--- src/rtl/lut_sweep_ctrl.sv ---
// Exhaustive sweep sequencer for a NIN-input, single-output logic core: truth-table stream, ones-count, signature.
// Optional MISR signature enabled by defining LUT_SWEEP_MISR_EN; otherwise sig is tied to 0.
//
// state | meaning
// IDLE  | core_x parked at 0, waiting for start
// SWEEP | presenting vectors and capturing core_y (busy)
// DONE  | one-cycle done pulse, results held
module lut_sweep_ctrl #(
  parameter int NIN = 7,
  parameter int SIG_W = 16,
  parameter logic [SIG_W-1:0] POLY = 16'h1021
) (
  input  logic             clk,
  input  logic             rst_n,
  input  logic             start,
  input  logic             abort,
  input  logic             stall,
  output logic [NIN-1:0]   core_x,
  input  logic             core_y,
  output logic             tt_we,
  output logic [NIN-1:0]   tt_addr,
  output logic             tt_bit,
  output logic             busy,
  output logic             done,
  output logic [NIN:0]     ones_count,
  output logic [SIG_W-1:0] sig
);

  typedef enum logic [1:0] {
    IDLE  = 2'd0,
    SWEEP = 2'd1,
    DONE  = 2'd2
  } state_t;

  state_t         state, state_n;
  logic [NIN-1:0] core_x_n, tt_addr_n;
  logic [NIN:0]   ones_n;
  logic           tt_we_n, tt_bit_n;
  logic           arm, arm_n;
  logic           capture, clear;

  always_ff @(posedge clk) begin
    if (!rst_n) begin
      state      <= IDLE;
      core_x     <= '0;
      tt_we      <= 1'b0;
      tt_addr    <= '0;
      tt_bit     <= 1'b0;
      ones_count <= '0;
      arm        <= 1'b0;
    end else begin
      state      <= state_n;
      core_x     <= core_x_n;
      tt_we      <= tt_we_n;
      tt_addr    <= tt_addr_n;
      tt_bit     <= tt_bit_n;
      ones_count <= ones_n;
      arm        <= arm_n;
    end
  end

  // The first SWEEP cycle is a settle cycle for vector 0, so capture starts two edges after start.
  always_comb begin
    state_n   = state;
    core_x_n  = core_x;
    tt_we_n   = 1'b0;
    tt_addr_n = tt_addr;
    tt_bit_n  = tt_bit;
    ones_n    = ones_count;
    arm_n     = arm;
    capture   = 1'b0;
    clear     = 1'b0;
    case (state)
      IDLE: begin
        core_x_n = '0;
        if (start && !abort) begin
          state_n = SWEEP;
          clear   = 1'b1;
          ones_n  = '0;
          arm_n   = 1'b1;
        end
      end
      SWEEP: begin
        if (abort) begin
          state_n  = IDLE;
          core_x_n = '0;
          arm_n    = 1'b0;
        end else if (!stall) begin
          if (arm) begin
            arm_n = 1'b0;
          end else begin
            capture   = 1'b1;
            tt_we_n   = 1'b1;
            tt_addr_n = core_x;
            tt_bit_n  = core_y;
            ones_n    = ones_count + {{NIN{1'b0}}, core_y};
            core_x_n  = core_x + {{(NIN-1){1'b0}}, 1'b1};
            if (core_x == {NIN{1'b1}}) state_n = DONE;
          end
        end
      end
      DONE: begin
        state_n  = IDLE;
        core_x_n = '0;
      end
      default: begin
        state_n  = IDLE;
        core_x_n = '0;
        arm_n    = 1'b0;
      end
    endcase
  end

  assign busy = (state == SWEEP);
  assign done = (state == DONE);

`ifdef LUT_SWEEP_MISR_EN
  logic [SIG_W-1:0] sig_q;

  always_ff @(posedge clk) begin
    if (!rst_n) begin
      sig_q <= '0;
    end else if (clear) begin
      sig_q <= '0;
    end else if (capture) begin
      sig_q <= {sig_q[SIG_W-2:0], 1'b0} ^ (sig_q[SIG_W-1] ? POLY : {SIG_W{1'b0}})
               ^ {{(SIG_W-1){1'b0}}, core_y};
    end
  end

  assign sig = sig_q;
`else
  logic unused_ctl;
  assign unused_ctl = capture | clear;
  assign sig = POLY & {SIG_W{1'b0}};
`endif

endmodule

--- config.mk ---
export PLATFORM = sky130hd
export DESIGN_NAME = lut_sweep_ctrl
export DESIGN_NICKNAME = d
export VERILOG_FILES = /design/src/rtl/lut_sweep_ctrl.sv
export SDC_FILE = /design/constraint.sdc
export NUM_CORES = 1
export LEC_CHECK = 0
export BUFFER_PORTS_ARGS = -buffer_cell sky130_fd_sc_hd__buf_2
export CORE_MARGIN = 2
export CORE_UTILIZATION = 49
export CTS_BUF_LIST = sky130_fd_sc_hd__clkbuf_16
export DETAILED_ROUTE_END_ITERATION = 10
export GPL_ROUTABILITY_DRIVEN = 0
export PLACE_DENSITY = 0.78
export SYNTH_ARGS = -nofsm -noshare
export SYNTH_HDL_FRONTEND = slang
export SYNTH_SLANG_ARGS = --single-unit
--- constraint.sdc ---
create_clock -name clk -period 2 [get_ports clk]
set_input_delay 0.2 -clock clk [delete_from_list [all_inputs] [get_ports clk]]
set_output_delay 0.2 -clock clk [all_outputs]
set_load 0.03 [all_outputs]
# Word-level counts from Yosys, hierarchy flattened
# Cells that the tools add are included.
# word_totals
register_bits,27
latch_bits,0
mem_bits_rw,0
romBits,0
wordCells,52
mem_count,0
# op_classes
add_sub_neg,2
multipliers,0
n_div,0
order_cmp,0
eq_ne,10
shifts,0
n_mux,16
bitwise_logic,6
n_reduce_logical,11
# op_table
op,n
2-to-1 mux 8 bit,4
one-hot mux 8 bit (2 select lines),1
2-to-1 mux 2 bit,5
adder 8 x 1 -> 8 bit,1
"inequality test 2 bit, second input constant",4
AND reduction 4 bit,2
"adder 7 x 1 -> 7 bit, second input constant",1
"equality test 7 bit, second input constant",1
"inequality test 3 bit, second input constant",2
NOT 1 bit,6
AND reduction 5 bit,1
2-to-1 mux 1 bit,4
one-hot mux 2 bit (2 select lines),1
OR reduction 4 bit,1
"inequality test 3 x 2 -> 1 bit, second input constant",1
one-hot mux 1 bit (3 select lines),1
AND reduction 3 bit,1
OR reduction 3 bit,1
"equality test 2 x 1 -> 1 bit, second input constant",1
"equality test 2 bit, second input constant",1
zero test 2 bit,1
AND reduction 2 bit,1
nonzero test 2 bit,1
logical AND 1 bit,1
zero test 1 bit,1

# Longest topological paths before layout
# logic_depth
depth_word,6
ltp_mapped,5
mapped_depth_nobuf,5

# Least setup slack after synthesis
# Ideal clock, no wire load.
# synth_timing
path_type,reg-to-reg
startpoint,reg core_x[2]
endpoint,reg core_x[5]
setup_time_ps,70
arrival_ps,1646
path_slack_ps,284
stages_incl_launch_ff,5
synth_period_minus_slack_ps,1716
cell_sequence,dfxtp_1 > or3b_1 > clkbuf_2 > or4_1 > a21oi_1
# synth_between
elab_chain_cells,1
# synth_rtl
item,line_no,text
from (decl),18,"output logic [NIN-1:0] core_x,"
from (signal assigned),53,core_x <= core_x_n;
adder 7 x 1 -> 7 bit,97,"core_x_n = core_x + {{(NIN-1){1'b0}}, 1'b1};"
# Every way passes these cells.
# A chain may end at the register's enable or synchronous reset.

# Worst setup path in the final report
# layout_timing
startpoint,reg state[0]
endpoint,reg ones_count[7]
# layout_between
elab_chain_cells,3
# layout_rtl
item,line_no,text
from (decl),35,"state_t state, state_n;"
from (signal assigned),52,state <= state_n;
equality test 2 x 1 -> 1 bit or zero test 2 bit (tied branches),73,case (state)
inequality test 2 bit (no line) or nonzero test 2 bit (tied branches),n/a,
AND reduction 5 bit (no line),n/a,
to (signal assigned),57,ones_count <= ones_n;
to (decl),25,"output logic [NIN:0] ones_count,"
# Parallel ways exist; a longest one is shown, timed or not.

==> impl_metrics.tcl <==
set metrics [dict create \
    timing.critical_path.max_delay_family "simple AND/OR/NAND/NOR gates" \
    worst_ep_required_time_ns 2.20 \
    timing.max_slew.rel_slack_pct 64.29 \
    cts_hold_buffers 0 \
    synth_largest_type_area_fraction_pct 38.03 \
    powerDensity_nw_per_um2 686.4 \
    die_w_um 57.86 \
    remaining_antenna_violation_count 0 \
    ctsHtreeMaxLevel 1 \
    dieArea_um2 3348 \
    num_rows 19 \
    totalPowerFinal_mw 1.110 \
    setup.worst_path.class "reg -> reg" \
    area_fraction_in_and_or_nand_and_nor_cells_after_synthesis_pct 26.67 \
    grt_usage_pct 19.16 \
    synthesis.yosys.warnings 0 \
    total_of_max_cap_violations 0 \
    syn_to_final_growth_pct 13.73 \
    synth.ff_latch_count 27 \
    synth-compound-area-share_pct 15.67 \
    clock_insertion_delay_worst_skew_ns 0.26 \
    grt_antenna_before_repair 0 \
    clockRootBuffer "sky130_fd_sc_hd__clkbuf_16" \
    timing.critical_path.slowest_cell_delay_ns 0.63 \
    postCtsSetupRepairBufs 0 \
    vias 1231 \
    setup_tns_after_final_layout_ns 0 \
    ff_latch_area_um2 540.5 \
    detail_placement_hpwl_um 2139 \
    initial_core_util_pct 51.54 \
    placement.io_buffers 31 \
    cp_num_buf_inv 0 \
    core_um2 2758 \
    final-max-slew-violation-count 0 \
    post_synth_main_area_contributors "sky130_fd_sc_hd__dfxtp_1 38%, sky130_fd_sc_hd__buf_4 8.5%, sky130_fd_sc_hd__nand3_1 4.9%" \
    cp_max_fo 13 \
    worstSetupStartpointType "register" \
    wire_per_inst_um 13.05 \
    worstMarginPinSlew_ns 0.5315 \
    synthXorXnorAreaFrac_pct 1.232 \
    grt_overflow_total 0 \
    netlist-cell-type-count 40 \
    timing.fmax_ghz 0.5750 \
    layoutNonFillerInstCount 224 \
    timing.critical_path.to_type "register" \
    numCtsBuffers 3 \
    yosys.area_share.adder_pct 2.641 \
    fillerInstances 253 \
    footprint_of_the_multi_input_gates_um2 777.0 \
    syn_inst 165 \
    syn_area_um2 1421 \
    number_of_enable_flip_flop_cells_after_synthesis 0 \
    area_of_all_placed_cells_without_fillers_um2 1617 \
    worst_voltage_drop_across_the_vdd_grid_mv 0.6299 \
    drt_first_pass_iters 4 \
    setup_repair_after_global_routing_missed_its_margin "no" \
    finalWirelength_um 2923 \
    synth_flop_cell "sky130_fd_sc_hd__dfxtp_1" \
    synth_async_sr_flop_share_pct 0 \
    worst_path_max_delay_cell "sky130_fd_sc_hd__or3b_2" \
    outcome "finished clean" \
    worst_path_cell_trace "or3b_2 -> nor4_1 -> mux2i_1" \
    ys_seq_area_share_pct 38.03 \
    final_min_period_over_clock_period_pct 86.96 \
    leakage_nw 0.6767 \
    diodes 0 \
    route.detailed.drc 0 \
    yosysTopAreaCell "sky130_fd_sc_hd__dfxtp_1" \
    hold_violations 0 \
    skew_ns 0.002740 \
    place_area_um2 1534 \
    tritoncts "done" \
    num-nets-final 203 \
    grt_pass1_wl_um 5057 \
    most_frequently_used_cell_type_in_the_post_synthesis_netlist "sky130_fd_sc_hd__dfxtp_1" \
    dp.cells 220 \
    max-clock-path-buffers 2 \
    muxShareOfSynthArea_pct 4.225 \
    synth_common_cells "27 x sky130_fd_sc_hd__dfxtp_1, 16 x sky130_fd_sc_hd__buf_4, 14 x sky130_fd_sc_hd__nand2_1, 14 x sky130_fd_sc_hd__nand3_1, 13 x sky130_fd_sc_hd__o21ai_0" \
    worst_hold_path_type "in -> reg" \
    number_of_global_route_vias_before_repair 1120 \
    maximum_number_of_pins_on_one_net_before_global_route_repair 27 \
    final_layout_size_suffix_gt1_share_pct 22.28 \
    design.portCount 48 \
    final_period_minus_worst_setup_slack_ns 1.739 \
    worst_ep_arrival_time_ns 1.94 \
    cts_num_sinks 27 \
    drt_first_iter_violations 33 \
    post_cts.resized_instances 0 \
    main_combinational_cell_family_by_area_after_synthesis "simple AND/OR/NAND/NOR gates" \
    path_clk_slew_ns 0.07 \
    setup_violations 0 \
    chipHeight_um 57.86 \
    synthesis.area_per_instance_um2 8.614 \
    post_drt_via_cell_ratio 5.496 \
]
[cells in the final DEF, fill, tap and decap left out, types with 2 or more instances in the layout]
| cell type | Yosys | layout |
|---|---|---|
| sky130_fd_sc_hd__a21boi_0 | 9 | 9 |
| sky130_fd_sc_hd__a21oi_1 | 4 | 4 |
| sky130_fd_sc_hd__a31oi_1 | 5 | 5 |
| sky130_fd_sc_hd__and3_1 | 2 | 2 |
| sky130_fd_sc_hd__and4_1 | 2 | 2 |
| sky130_fd_sc_hd__buf_2 | 1 | 31 |
| sky130_fd_sc_hd__buf_4 | 16 | 2 |
| sky130_fd_sc_hd__clkbuf_16 | 0 | 3 |
| sky130_fd_sc_hd__conb_1 | 1 | 16 |
| sky130_fd_sc_hd__dfxtp_1 | 27 | 27 |
| sky130_fd_sc_hd__ha_1 | 3 | 3 |
| sky130_fd_sc_hd__inv_1 | 2 | 2 |
| sky130_fd_sc_hd__mux2i_1 | 6 | 6 |
| sky130_fd_sc_hd__nand2_1 | 14 | 14 |
| sky130_fd_sc_hd__nand2b_1 | 5 | 5 |
| sky130_fd_sc_hd__nand3_1 | 14 | 14 |
| sky130_fd_sc_hd__nand3b_1 | 2 | 2 |
| sky130_fd_sc_hd__nand4_1 | 2 | 2 |
| sky130_fd_sc_hd__nor2_1 | 5 | 5 |
| sky130_fd_sc_hd__nor2b_1 | 2 | 2 |
| sky130_fd_sc_hd__nor3b_1 | 3 | 3 |
| sky130_fd_sc_hd__nor4_1 | 2 | 2 |
| sky130_fd_sc_hd__o21ai_0 | 13 | 13 |
| sky130_fd_sc_hd__or3_2 | 2 | 2 |
| sky130_fd_sc_hd__xnor2_1 | 2 | 2 |
[power breakdown]
| group | total, mW | switching [mW] | internal (mW) |
|---|---|---|---|
| Clock | 0.461 | 0.189 | 0.272 |
| Combinational | 0.103 | 0.0802 | 0.0230 |
| Sequential | 0.546 | 0.00483 | 0.541 |
[state kept, by name, indices dropped and copies added (netlist names)]
signal      cells
ones_count      8
tt_we           1
arm             1
state           2
tt_addr         7
core_x          7
tt_bit          1
[kinds of logic (layout without fill, tap and decap cells)]
logic type | after synthesis | after routing
compound gates | 36 | 36
xor+xnor | 2 | 2
fa+ha+maj | 3 | 3
buf+inv | 26 | 39
flops | 27 | 27
mux | 6 | 6
other cells | 1 | 16
simple gates | 64 | 64
[final timing paths]
path	from	end	slack, ns	depth (start not counted)
hold / removal	core_y	tt_bit	0.22	3
setup reg to reg	state[0]	ones_count[7]	0.26	3
hold reg to reg	tt_bit	tt_bit	0.48	2
setup / recovery	state[0]	ones_count[7]	0.26	3
[routing by layer]
metal	track usage [%]	wire [um]	share of wire (%)
met1	23.71	1351	46
met4	4.983	17	0.58
met5	0	0	0
met2	33.12	1386	47
met3	4.911	168	5.7
[cell type report]
type,instances,share of cell area [%]
clock buffers,3,4.644
clock inverters,1,0.4644
inverters,2,0.4644
multi-input cells,127,48.07
flip-flops and latches,27,33.44
well taps,31,2.399
repair buffers,33,10.53
[metrics by stage]
step                      hold WS [ns]  worst slack, ns  utilization, %
after detailed placement        0.4725           0.2544           55.63
after global placement          0.4641           0.3470           55.63
after global routing            0.2729           0.1274           58.62
after floorplan                 0.3561           0.2840               -
final                           0.2168           0.2608           58.62
after CTS                       0.2200           0.2506           58.62
[worst reg2reg max path, delay by kind of cell (launching register included)]
kind / cells / cell delay, ns
flip-flops: 1 / 0.46
AND/OR/NAND/NOR: 2 / 1.00
multiplexers: 1 / 0.21
(Power assumes the default switching activity.)
